**src/rtl/rf_hop_gate.sv**
```systemverilog
// Purpose : radio front-end hop/settle gate that models PLL settle time and releases TX/RX bits only while locked.
// Latency : TX/RX paths are 1 cycle; lock asserts N*CLK_PER_US+1 cycles after the loading pulse (N = settle time in us).
// Backpressure: none; bits outside a valid locked window are dropped and their outputs are forced to 0.
//
// Ports:
//   clk_6M, rstz                     - 6 MHz clock, asynchronous active-low reset
//   regi_pllsetuptime, loadfreq_p, k - settle time (us) and channel, captured on the load pulse
//   txen, txbitin                    - TX window and baseband bit   -> txbitout / txvalid
//   rxen, peer_txbit, peer_k, peer_txvalid - RX window and peer air signal -> rxbitout / rxvalid
//   stable_k, locked                 - locked channel and lock status
//   relock_cnt                       - saturating count of loads that interrupted a settle
module rf_hop_gate #(
  parameter int CLK_PER_US = 6,
  parameter int KW         = 7
) (
  input  logic          clk_6M,
  input  logic          rstz,
  input  logic [9:0]    regi_pllsetuptime,
  input  logic          loadfreq_p,
  input  logic [KW-1:0] k,
  input  logic          txen,
  input  logic          rxen,
  input  logic          txbitin,
  input  logic          peer_txbit,
  input  logic [KW-1:0] peer_k,
  input  logic          peer_txvalid,
  output logic          txbitout,
  output logic          txvalid,
  output logic          rxbitout,
  output logic          rxvalid,
  output logic [KW-1:0] stable_k,
  output logic          locked,
  output logic [7:0]    relock_cnt
);

  // A single-cycle microsecond still needs a 1-bit prescaler to keep widths legal.
  localparam int            PW       = (CLK_PER_US > 1) ? $clog2(CLK_PER_US) : 1;
  localparam logic [PW-1:0] PRE_LAST = PW'(CLK_PER_US - 1);

  typedef enum logic [1:0] {
    IDLE   = 2'd0,
    SETTLE = 2'd1,
    LOCKED = 2'd2
  } state_t;

  state_t        state;
  logic [KW-1:0] pend_k;
  logic [9:0]    settle_us;
  logic [PW-1:0] pre;
  logic [9:0]    us_cnt;

  // Settle sequencer. A load pulse always wins, from any state, and restarts
  // the settle from zero. The us counter is compared every cycle, so it can
  // never run past settle_us and wrap.
  always_ff @(posedge clk_6M or negedge rstz) begin
    if (!rstz) begin
      state      <= IDLE;
      pend_k     <= '0;
      settle_us  <= '0;
      pre        <= '0;
      us_cnt     <= '0;
      stable_k   <= '0;
      locked     <= 1'b0;
      relock_cnt <= '0;
    end else if (loadfreq_p) begin
      pend_k    <= k;
      settle_us <= regi_pllsetuptime;
      pre       <= '0;
      us_cnt    <= '0;
      locked    <= 1'b0;
      state     <= SETTLE;
      if ((state == SETTLE) && (relock_cnt != 8'hFF)) begin
        relock_cnt <= relock_cnt + 8'd1;
      end
    end else begin
      case (state)
        SETTLE: begin
          if (us_cnt == settle_us) begin
            stable_k <= pend_k;
            locked   <= 1'b1;
            state    <= LOCKED;
          end else if (pre == PRE_LAST) begin
            pre    <= '0;
            us_cnt <= us_cnt + 10'd1;
          end else begin
            pre <= pre + PW'(1);
          end
        end
        default: begin
          // IDLE and LOCKED hold until the next load pulse.
        end
      endcase
    end
  end

  // Gates use the pre-edge lock, so a load coinciding with a window still
  // passes that one bit; valids drop from the following cycle.
  logic tx_hit;
  logic rx_hit;

  assign tx_hit = locked & txen;
  assign rx_hit = locked & rxen & peer_txvalid & (peer_k == stable_k);

  always_ff @(posedge clk_6M or negedge rstz) begin
    if (!rstz) begin
      txvalid  <= 1'b0;
      txbitout <= 1'b0;
      rxvalid  <= 1'b0;
      rxbitout <= 1'b0;
    end else begin
      txvalid  <= tx_hit;
      txbitout <= tx_hit & txbitin;
      rxvalid  <= rx_hit;
      rxbitout <= rx_hit & peer_txbit;
    end
  end

endmodule

```
**config.mk**
```make
export PLATFORM = sky130hd
export DESIGN_NAME = rf_hop_gate
export DESIGN_NICKNAME = d
export VERILOG_FILES = /design/src/rtl/rf_hop_gate.sv
export SDC_FILE = /design/constraint.sdc
export NUM_CORES = 1
export LEC_CHECK = 0
export ABC_AREA = 1
export BUFFER_PORTS_ARGS = -buffer_cell sky130_fd_sc_hd__buf_4
export CAP_MARGIN = 30
export CORE_ASPECT_RATIO = 2
export CORE_MARGIN = 2
export CORE_UTILIZATION = 59
export DETAILED_ROUTE_END_ITERATION = 10
export PLACE_DENSITY = 0.85
export SYNTH_ARGS = -nofsm -noshare
export SYNTH_HDL_FRONTEND = slang
export SYNTH_SLANG_ARGS = --single-unit
```
**constraint.sdc**
```tcl
create_clock -name clk_6M -period 3.5 [get_ports clk_6M]
set_input_delay 0.7 -clock clk_6M [delete_from_list [all_inputs] [get_ports clk_6M]]
set_output_delay 0.7 -clock clk_6M [all_outputs]
set_load 0.005 [all_outputs]
```
Word-level counts from Yosys, hierarchy flattened. Index checks and enable logic that the tools add are counted.

Register bits after elaboration: 52. Input port bits: 32. Output and inout port bits: 20. Word-level logic and storage cells: 51.

Add/subtract/negate cells: 3. Equal/unequal tests: 6. Multiplexer cells: 14. Bitwise operators: 7. Reduce and logical (&&, ||, !) cells: 9.

Operator list (count): $mux W10 (4); $mux W3 (4); $add A10 B1 Y10 const B (1); $eq A10 B10 Y1 (1); $add A8 B1 Y8 const B (1); $ne A8 B8 Y1 const B (1); $eq A7 B7 Y1 (1); $and A1 B1 Y1 (6); $mux W2 (3); $reduce_and A2 Y1 (3); $reduce_and A3 Y1 (2); $reduce_bool A2 Y1 (3); $add A3 B1 Y3 const B (1); $eq A3 B3 Y1 const B (1); $mux W1 (3); $eq A2 B1 Y1 const B (1); $ne A2 B2 Y1 const B (1); $logic_and A1 B1 Y1 (1); $not A1 Y1 (1).

Longest topological paths before layout. Gate-level depths: netlist of run 1.

Depth in word-level cells: 5. Mapped depth: 11. Gate-level depth less buffers: 11.

Least setup slack after synthesis of run 1. Ideal clock, no wire load.

Path type: in2reg. Start point: input port loadfreq_p. End point: register us_cnt[0]. Setup time: 0.066 ns. Data arrival time: 1.516 ns. Data required time: 3.434 ns. Slack: 1.917 ns. Cell stages on the path: 6. Buffers on the path: 2. Cells stage by stage: buf_2 -> inv_1 -> nand2_1 -> buf_1 -> nand4_1 -> nand2_1.

Longest elaborated chain between the ends: 2. Elaborated cells between the ends (all ways): 5. Those cells by class: eq/ne (1); mux (1); reduce/logical (3).

Ends and longest elaborated chain: start: declaration (line 19) `input logic loadfreq_p,`; $ne A2 B2 Y1 (no source line) or $reduce_bool A2 Y1 (tied branches); $reduce_and A3 Y1 (no source line); end signal: assignment (line 84) `us_cnt <= us_cnt + 10'd1;`; end: declaration (line 50) `logic [9:0] us_cnt;`.

Several ways; a longest one is shown, not always the timed one. A chain may end at the register's enable or synchronous reset.

Worst setup path after layout of run 1.
Start point: register us_cnt[4]. End point: register us_cnt[2].

Longest elaborated chain between the ends: 3.

Ends and longest elaborated chain: $eq A10 B10 Y1 (line 78) `if (us_cnt == settle_us) begin`; $ne A2 B2 Y1 (no source line); $reduce_and A3 Y1 (no source line).

No other way between the ends.

==> results of run 1 <==
==> critical path, cell delays in order, from the launching register on <==
cell and delay [ns]:
dfrtp_1 0.51, inv_2 0.11, nand2_1 0.09, nand4_1 0.11, nor2_1 0.20, nand3_1 0.34
nand3_2 0.30, nand2_1 0.09, nand2_1 0.07
==> state kept, by name (all words and copies together), names as in the netlist, 3 cells and up <==
| register | count |
|---|---|
| stable_k | 7 |
| us_cnt | 10 |
| pre | 3 |
| pend_k | 7 |
| relock_cnt | 8 |
| settle_us | 10 |
==> placed cells by master (no fill, tap or decap) <==
cell type   count
clkbuf_8        5
nand3b_1        2
and3_1          1
xor2_1          3
dfrtp_1        51
a22o_1          1
o21ai_2         1
nand2_4         1
clkbuf_1        1
nand2_2         1
nor3_1          1
nor2_2          1
nand3_2         2
or2_2           1
inv_1          28
nand2_1       132
o21a_1          2
nor3b_1         1
ha_1            2
o21ai_0        11
nor2_1         28
clkinv_2        2
o21ai_1         1
buf_4          52
clkinvlp_4      1
nor2_4          1
xnor2_1        10
inv_2           3
nand4_1        14
a21oi_1         4
nand3_1        26
o22ai_1         1
==> routing by layer <==
| metal | GRT usage (%) | part of all wire (%) | vias up |
|---|---|---|---|
| li1 | - | - | 1177 |
| met1 | 25.7 | 36 | 1102 |
| met2 | 46.4 | 56 | 82 |
| met3 | 4.28 | 3.9 | 23 |
| met4 | 14.6 | 4.1 | 0 |
| met5 | 0 | 0 | - |
==> stage by stage <==
step | total power, mW | hold WS, ns
after floorplan | 0.903 | 0.404
after global placement | 1.04 | 0.455
after detailed placement | 1.05 | 0.460
after CTS | 1.38 | 0.434
after global routing | 1.46 | 0.452
final | 1.37 | 0.416
==> layout make-up <==
class                           count  area share (%)
Tap cell                           54            2.17
Sequential cell                    51            41.0
Inverter                           32            3.90
Timing Repair Buffer               52            12.5
Clock buffer                        6            2.33
Clock inverter                      2           0.402
Multi-Input combinational cell    248            37.6
==> cell families after synthesis <==
kind of cell | synth area share (%)
compound gates | 4.55
simple gates | 35.0
flops | 48.9
fa+ha+maj | 0.958
buf+inv | 6.32
xor+xnor | 4.36
==> power groups by stage <==
stage	clock network, mW	registers (mW)	logic [mW]
after floorplan	0	0.740	0.164
after global placement	0	0.747	0.295
after detailed placement	0	0.750	0.304
after CTS	0.336	0.738	0.306
after global routing	0.369	0.750	0.337
final	0.331	0.740	0.302
==> final timing paths <==
check / start / end / depth (start not counted)
worst max-delay path: us_cnt[4] / us_cnt[2] / 8
worst min-delay path: rstz / relock_cnt[4] / 1
worst max register to register: us_cnt[4] / us_cnt[2] / 8
worst min register to register: pend_k[3] / pend_k[3] / 2
max in group asynchronous: rstz / us_cnt[8] / 1
min in group clk_6M: pend_k[3] / pend_k[3] / 2
==> flow_summary.json, run 1 <==
{
  "p_int_mw": 0.959,
  "slew_viol_final": 0,
  "fmax_ghz": 0.533,
  "dp_hpwl_um": 4340,
  "multi_input_comb_area_um2": 1170,
  "synth_edf_count": 0,
  "worst_slack_ns": 1.63,
  "route.antenna.remaining_nets": 0,
  "route.vias.total": 2384,
  "ys_top_cells_by_count": "nand2_1, dfrtp_1, inv_1, nor2_1, nand3_1",
  "synthTopCellsByArea": "dfrtp_1, nand2_1, nand3_1, inv_1, nor2_1",
  "pin_count": 52,
  "yosysTopAreaCellShare_pct": 48.9,
  "hold_class": "input pin to async pin",
  "htreeDepth": 2,
  "criticalPathCategory": "register to register",
  "antenna_found_initial": 0,
  "port_buffers": 51,
  "grt_first_pass_wirelength_um": 9770,
  "rows": 34,
  "ys_types": 31,
  "post-route-period-util_pct": 53.6,
  "critical_path.startpoint_type": "register",
  "setup_viol_count_final": 0,
  "cts_resized": 0,
  "cts-root-buf": "clkbuf_8",
  "grt_usage_pct": 25.4,
  "yosysTopAreaCell": "dfrtp_1",
  "cap_violations": 0,
  "p_seq_share_pct": 53.9,
  "firstDrtPassIters": 6,
  "gp_congestion": 0.902,
  "regArea_um2": 1280,
  "clk-insertion-delay-late_ns": 0.30,
  "cts-buffers-inserted": 5,
  "p_per_area_nw_per_um2": 441,
  "syn_area_um2": 2610,
  "wl_per_cell_um": 13.2,
  "overflow": 0,
  "syn_inst": 341,
  "ys_warn_count": 0,
  "syn2layout_area_growth_pct": 19.1,
  "fin_crit_ns": 1.87,
  "p_sw_share_pct": 30.1,
  "design_area_um2": 3110,
  "fillers": 355,
  "postCtsHoldBufs": 0,
  "drtIter0Drc": 64,
  "design.core.area_um2": 4300,
  "path_clk_slew_ns": 0.09,
  "dpl-instance-area_um2": 3030,
  "required_ns": 3.74,
  "dp_cells": 437,
  "seq_area_frac_synth_pct": 48.9,
  "wirelength_um": 5880,
  "cp_data_arrival_time_ns": 2.12,
  "async_flop_share_pct": 100,
  "ys_ff_latch": 51,
  "drc": 0,
  "cts_buffer_depth": 2,
  "clkPwrFrac_pct": 24.1,
  "dieArea_um2": 5010,
  "cts_tree": "built",
  "cts.sinks": 51,
  "yosysMostFrequentCell": "nand2_1",
  "fin_cells": 445,
  "outcome": "finished, final reports clean",
  "drive_gt1_share_pct": 18.2,
  "worst_pin_slew_ns": 0.647,
  "syn_nets": 375,
  "grt_pass1_vias": 2327,
  "nNetsFinal": 424,
  "rrSetupSlack_ns": 1.63,
  "antenna_cells": 0,
  "synth_flop_cell": "dfrtp_1",
  "irDropWorstVdd_mv": 0.285,
  "cp_max_fo": 11,
  "grt_max_degree": 52,
  "die_y_um": 98.1,
  "power_switching_mw": 0.414,
  "viasPerCell": 5.36,
  "rsz0062_at_grt": "no",
  "synth_area_per_cell_um2": 7.66,
  "chipWidth_um": 51.1,
  "endpoint_kind": "register",
  "hold_viol_final": 0,
  "skew_ns": 0.00590,
  "start_util_pct": 60.8,
  "dp_slack_ns": 1.40,
  "post_cts_buffers": 0,
  "setup_tns_ns": 0,
  "pwr-share-comb_pct": 22.0,
  "utilization_pct": 72.4,
  "cellLeakagePower_nw": 1.67,
  "slew_headroom_pct": 56.7
}
Note: power is estimated with default switching activity, not from simulation.
==> run 2: changes to the inputs <==
--- a/config.mk
+++ b/config.mk
@@ -10,9 +10,9 @@
 export CAP_MARGIN = 30
 export CORE_ASPECT_RATIO = 2
 export CORE_MARGIN = 2
-export CORE_UTILIZATION = 59
+export CORE_UTILIZATION = 55
 export DETAILED_ROUTE_END_ITERATION = 10
-export PLACE_DENSITY = 0.85
+export PLACE_DENSITY = 0.8
 export SYNTH_ARGS = -nofsm -noshare
 export SYNTH_HDL_FRONTEND = slang
 export SYNTH_SLANG_ARGS = --single-unit
==> constraint.sdc (replaced) <==
create_clock -name clk_6M -period 1.8 [get_ports clk_6M]
set_input_delay 0.36 -clock clk_6M [delete_from_list [all_inputs] [get_ports clk_6M]]
set_output_delay 0.36 -clock clk_6M [all_outputs]
set_load 0.005 [all_outputs]
==> flow_summary.json, run 2 (synthesis gave the netlist of run 1 again) <==
{
  "rsz0062_at_grt": "no",
  "syn2layout_area_growth_pct": 21.4,
  "hold_class": "input pin to async pin",
  "critical_path.startpoint_type": "register",
  "antenna_found_initial": 0,
  "required_ns": 1.99,
  "cellLeakagePower_nw": 1.70,
  "design.core.area_um2": 4600,
  "cts.sinks": 51,
  "utilization_pct": 69.0,
  "layout_commonest_cell": "nand2_1",
  "drive_gt1_share_pct": 19.2,
  "grt_max_degree": 52,
  "grt_first_pass_wirelength_um": 9520,
  "p_per_area_nw_per_um2": 889,
  "path_clk_slew_ns": 0.09,
  "cap_violations": 0,
  "cts_resized": 0,
  "clk-insertion-delay-late_ns": 0.30,
  "gp_congestion": 0.864,
  "dp_slack_ns": 0.204,
  "endpoint_kind": "register",
  "hold_viol_final": 0,
  "pin_count": 52,
  "nNetsFinal": 429,
  "slew_viol_final": 0,
  "post_cts_buffers": 0,
  "postCtsHoldBufs": 0,
  "final_cell_mix": "nand2_1, buf_4, dfrtp_1, inv_1, nor2_1",
  "fmax_ghz": 0.625,
  "setup_tns_ns": 0,
  "grt_pass1_vias": 2286,
  "irDropWorstVdd_mv": 0.819,
  "rows": 35,
  "dp_hpwl_um": 4370,
  "p_total_mw": 2.82,
  "reg.largest.list": "settle_us x10, us_cnt x10, relock_cnt x8",
  "drc": 0,
  "fin_crit_ns": 1.60,
  "drtIter0Drc": 25,
  "dieArea_um2": 5350,
  "htreeDepth": 2,
  "fillers": 392,
  "grt_usage_pct": 24.2,
  "outcome": "finished, final reports clean",
  "cts-root-buf": "clkbuf_8",
  "wirelength_um": 5890,
  "regArea_um2": 1280,
  "worst_slack_ns": 0.201,
  "port_buffers": 51,
  "cts_buffer_depth": 2,
  "antenna_cells": 0,
  "die_y_um": 101,
  "chipWidth_um": 52.7,
  "slew_headroom_pct": 57.3,
  "cp_data_arrival_time_ns": 1.79,
  "cts_tree": "built",
  "overflow": 0,
  "start_util_pct": 56.8,
  "criticalPathCategory": "register to register",
  "cts-buffers-inserted": 5,
  "skew_ns": 0.00684,
  "setup_viol_count_final": 0,
  "post-route-period-util_pct": 88.9,
  "route.antenna.remaining_nets": 0,
  "route.vias.total": 2372,
  "wl_per_cell_um": 13.1,
  "multi_input_comb_area_um2": 1170,
  "viasPerCell": 5.27,
  "worst_pin_slew_ns": 0.641,
  "cp_max_fo": 10,
  "firstDrtPassIters": 4
}
[run 2: final timing paths]
| path | start | endpoint | slack (ns) | depth (start not counted) |
|---|---|---|---|---|
| worst max-delay path | us_cnt[1] | us_cnt[1] | 0.20 | 7 |
| worst min-delay path | rstz | relock_cnt[4] | 0.07 | 1 |
| worst max register to register | us_cnt[1] | us_cnt[1] | 0.20 | 7 |
| worst min register to register | pend_k[5] | pend_k[5] | 0.49 | 2 |
| max in group asynchronous | rstz | pend_k[6] | 1.29 | 1 |
| min in group clk_6M | k[0] | pend_k[0] | 0.25 | 3 |
[run 2: metal layers]
| metal | vias to the layer above | track usage (%) | part of all wire, % | wire length, um |
|---|---|---|---|---|
| met2 | 53 | 46.9 | 57 | 3330 |
| met3 | 16 | 2.95 | 2.4 | 143 |
| li1 | 1181 | - | - | - |
| met5 | - | 0 | 0 | 0 |
| met4 | 0 | 12.0 | 3.3 | 197 |
| met1 | 1122 | 23.3 | 38 | 2220 |
[run 2: cell type report]
type,count,area share [%]
Clock buffer,5,2.17
Timing Repair Buffer,57,13.5
Sequential cell,51,40.2
Tap cell,55,2.17
Inverter,32,3.83
Multi-Input combinational cell,248,36.9
Clock inverter,2,1.18
[run 2: worst max-delay path: stages (launching register included)]
cell,delay (ns)
dfrtp_1,0.44
or2_2,0.31
nand3_1,0.11
nor2_1,0.06
nand3_1,0.17
nand3_2,0.22
nand2_1,0.13
nand2_1,0.06
[run 2: report_power, final]
part / switching, mW / total, mW / internal [mW]
logic: 0.279 / 0.592 / 0.314
registers: 0.163 / 1.45 / 1.28
clock network: 0.375 / 0.782 / 0.407
[run 2: stage by stage]
step	cells	cell area [um2]	hold slack, ns
2_1_floorplan	341	2610	0.0644
3_3_place_gp	443	3070	0.422
3_5_place_dp	443	3070	0.426
4_1_cts	450	3170	0.0891
5_1_grt	450	3170	0.123
6_report	450	3170	0.0667
